===== src/rtl/pipe_stage_buf_pkg.sv =====
// Shared pipeline-register definitions: word size, bubble value and the
// occupancy encoding used by every inter-stage buffer.
package pipe_stage_buf_pkg;

  localparam int WORD_SIZE = 32;
  localparam logic [WORD_SIZE-1:0] NOP_VALUE = '0;

  // Encoding is also the entry count reported on the occupancy port.
  typedef enum logic [1:0] {
    EMPTY = 2'd0,
    ONE   = 2'd1,
    FULL  = 2'd2
  } occ_e;

endpackage


===== src/rtl/pipe_stage_buf.sv =====
// Valid/ready pipeline stage register with optional 2-entry skid buffer and
// flush-to-bubble; drop-in for the IF/ID, ID/EX, EX/MEM and MEM/WB registers.
module pipe_stage_buf
  import pipe_stage_buf_pkg::*;
#(
  parameter int                DATA_W    = WORD_SIZE,
  parameter int                SKID      = 1,
  parameter logic [DATA_W-1:0] NOP_VALUE = DATA_W'(pipe_stage_buf_pkg::NOP_VALUE)
) (
  input  logic              clk,
  input  logic              reset,
  input  logic              in_valid,
  input  logic [DATA_W-1:0] in_data,
  output logic              in_ready,
  output logic              out_valid,
  output logic [DATA_W-1:0] out_data,
  input  logic              out_ready,
  input  logic              flush,
  output logic [1:0]        occupancy
);

  occ_e              state_q, state_d;
  logic [DATA_W-1:0] main_q, main_d;
  logic [DATA_W-1:0] skid_q;
  logic              accept, drain;

  assign out_valid = (state_q != EMPTY);
  assign out_data  = main_q;
  assign occupancy = state_q;
  assign drain     = out_valid & out_ready;
  assign accept    = in_valid & in_ready;

  generate
    if (SKID != 0) begin : g_skid
      logic rdy_q;

      // Ready is a flop so upstream never sees a path from out_ready.
      always_ff @(posedge clk) begin
        if (reset) rdy_q <= 1'b1;
        else       rdy_q <= (state_d != FULL);
      end

      // flush keeps ready high so a same-cycle offer is swallowed.
      assign in_ready = (rdy_q | flush) & ~reset;

      always_ff @(posedge clk) begin
        if (reset || flush)
          skid_q <= NOP_VALUE;
        else if (state_q == ONE && accept && !drain)
          skid_q <= in_data;
      end
    end else begin : g_noskid
      assign in_ready = (~out_valid | out_ready | flush) & ~reset;
      assign skid_q   = NOP_VALUE;
    end
  endgenerate

  always_comb begin
    state_d = state_q;
    main_d  = main_q;
    if (flush) begin
      state_d = EMPTY;
      main_d  = NOP_VALUE;
    end else begin
      case (state_q)
        EMPTY: begin
          if (accept) begin
            state_d = ONE;
            main_d  = in_data;
          end
        end
        ONE: begin
          if (accept && drain) begin
            main_d = in_data;
          end else if (accept && SKID != 0) begin
            state_d = FULL;
          end else if (drain) begin
            state_d = EMPTY;
            main_d  = NOP_VALUE;
          end
        end
        FULL: begin
          if (drain) begin
            state_d = ONE;
            main_d  = skid_q;
          end
        end
        default: begin
          state_d = EMPTY;
          main_d  = NOP_VALUE;
        end
      endcase
    end
  end

  // main holds NOP_VALUE whenever empty, so out_data needs no output mux.
  always_ff @(posedge clk) begin
    if (reset) begin
      state_q <= EMPTY;
      main_q  <= NOP_VALUE;
    end else begin
      state_q <= state_d;
      main_q  <= main_d;
    end
  end

endmodule


===== config.mk =====
export PLATFORM = sky130hd
export DESIGN_NAME = pipe_stage_buf
export DESIGN_NICKNAME = d
export VERILOG_FILES = /design/src/rtl/pipe_stage_buf_pkg.sv /design/src/rtl/pipe_stage_buf.sv
export SDC_FILE = /design/constraint.sdc
export NUM_CORES = 1
export LEC_CHECK = 0
export CORE_UTILIZATION = 40
export DETAILED_ROUTE_END_ITERATION = 6
export PLACE_DENSITY = 0.69
export SYNTH_ARGS = -nofsm -noshare
export SYNTH_HDL_FRONTEND = slang
export SYNTH_SLANG_ARGS = --single-unit

===== constraint.sdc =====
create_clock -name clk -period 1.8 [get_ports clk]
set_input_delay 0.18 -clock clk [delete_from_list [all_inputs] [get_ports clk]]
set_output_delay 0.18 -clock clk [all_outputs]
set_load 0.005 [all_outputs]

==> results of run 1 <==
==> where the power goes <==
part | internal [mW] | switching (mW)
Combinational | 0.162 | 0.102
Clock | 0.524 | 0.519
Sequential | 1.51 | 0.0180
==> registers in the layout (all words and copies together) (netlist names) <==
| signal | flops |
|---|---|
| skid_q | 32 |
| out_data | 32 |
| g_skid.rdy_q | 1 |
| occupancy | 2 |
==> worst paths after layout <==
| check | end | from | cells after the start | slack (ps) |
|---|---|---|---|---|
| min | skid_q[13] | in_data[13] | 3 | 430 |
| max | in_ready | flush | 4 | 90 |
| min reg2reg | skid_q[6] | skid_q[6] | 2 | 460 |
| max reg2reg | out_data[23] | occupancy[1] | 4 | 190 |
==> cell type report <==
cell class	count	area, um2	share of cell area [%]
sequential	67	1340	38.3
multi-input combinational	152	905	25.8
timing repair buffer	89	873	24.9
clock buffer	12	145	4.15
inverter	34	128	3.65
tap	75	93.8	2.68
clock inverter	3	15.0	0.429
==> logic make-up after synthesis <==
family	count (synthesis)	share of synthesized area [%]
buffers and inverters	56	11.2
AO/OA/AOI/OAI	72	21.5
AND/OR/NAND/NOR	80	14.3
flip-flops	67	53.0
==> worst max-delay path: cells and delay by family <==
family,cells,cell delay (ps)
buffers and inverters,2,1060
AND/OR/NAND/NOR,2,300
==> placed cells by master, fill, tap and decap left out, drive strengths merged, types with 2 or more instances in the layout <==
| cell type | instances |
|---|---|
| dfxtp | 67 |
| a31oi | 2 |
| nor2b | 3 |
| inv | 34 |
| buf | 17 |
| o21ai | 2 |
| clkinv | 3 |
| a21oi | 32 |
| or2 | 3 |
| a222oi | 32 |
| nand2 | 64 |
| and3 | 3 |
| clkbuf | 12 |
| a211oi | 2 |
| clkdlybuf4s50 | 72 |
==> layer usage <==
metal  track usage [%]  up-vias  part of all wire [%]
met2              33.1       82                    48
li1                  -     1111                     -
met4              5.36        0                  0.64
met5                 0        -                     0
met1              24.8     1061                    44
met3              6.67        6                   7.1
==> results.tsv, run 1 <==
metric	value	unit
post-synthesis sequential area ratio	53.0	%
crit path max fanout	5	
CP Launch Type	input pin	
Mapped Nets	312	
global route overflow	0	
Setup Skew	4.62	ps
setup TNS	0	ps
worst slack at placement	-156	ps
Worst-path clk slew	70	ps
Slew Limit Fails	0	
CTS Hold Bufs	0	
setup ws final	85.3	ps
drt pass-1 iters	7	
clock sink total	67	
Post-synth top cells	dfxtp_1, nand2_1, inv_1	
Post-DP HPWL	4.05	mm
CP most frequent cell	clkdlybuf4s50_1	
die outline area	6640	um2
ranking of synthesized cells by area	dfxtp_1, a222oi_1, nand2_1	
Mapped Cells	275	
DRC violations left	0	
TritonCTS clock tree	built	
vias in the first global route	2229	
FMAX	583	MHz
antenna cell count	0	
worst skew pair latency	330	ps
worst hold path class	in2reg	
max incr delay on CP	550	ps
number of synthesized flops with an enable pin	0	
Yosys warnings	0	
Final Non-Filler Cells	432	
Unique masters post-synth	25	
Total GRT Usage	20.0	%
PortBufs	72	
setup repair bufs after CTS	0	
first-pass GRT wire length	10.2	mm
GPL Wtd Cong	0.708	
Die Y-Extent	81.5	um
fin crit period	1710	ps
FP Rows	28	
number of top-level pins	73	
Inst Count DP	417	
# resized after CTS	0	
flops & latches, synth	67	
# nets final	390	
synthesized area per cell	9.20	um2
largest net degree at the start of global routing	33	
WP data required	1620	ps
count leader, synth	dfxtp_1	
fraction of layout instances using a drive strength above 1	10.1	%
CP endpoint kind	output pin	
CP max-delay cell	clkdlybuf4s50_1	
period utilisation layout	95.3	%
Setup CP Type	in2out	
total power	2.84	mW
Cell Chain, Critical Path	clkdlybuf4s50_1 > or2_0 > nor2b_1 > clkdlybuf4s50_1	
Design Area, Final	3500	um2
synthesis-to-finish area growth	38.4	%
status	complete, no violations	
vias per inst	5.23	
wire length per cell	14.4	um
initial core utilization	42.0	%
Final Util	58.1	%
clk buf depth	2	
VDD IR max	0.000432	V
WHS	428	ps
Num CTS Buffers	9	
max cap viols	0	
cell taking the most area after synthesis	dfxtp_1	
Cell Pwr Density	810	nW/um2
Lkg Pwr	1.45	nW
fillers	553	
DRT iter0 DRCs	237	
final hold vios	0	
Yosys top cell area share	53.0	%
FFs w/ async S/R, synth	0	%
initial antenna violation count	0	
Slew HR	73.2	%
RSZ-0062 raised after global routing	false	
htree depth	3	
Routed Wire Length	6.21	mm
Top FF cell, synth	dfxtp_1	
critical path arrival	1530	ps
Vias	2260	
synthesized cell area	2530	um2
Root Buffer	clkbuf_8	
Core Region	6030	um2
die width	81.5	um
post-place instance area	3340	um2
Final setup viols	0	
Worst Max-Slew Pin Slew	402	ps
antenna-violating nets left	0	
(Power assumes the default switching activity.)
==> run 2: changes to the inputs <==
- CTS_CLUSTER_SIZE: unset -> 10
==> results of run 2 <==
The final DEF is identical to that of run 1; final timing and power are the same.
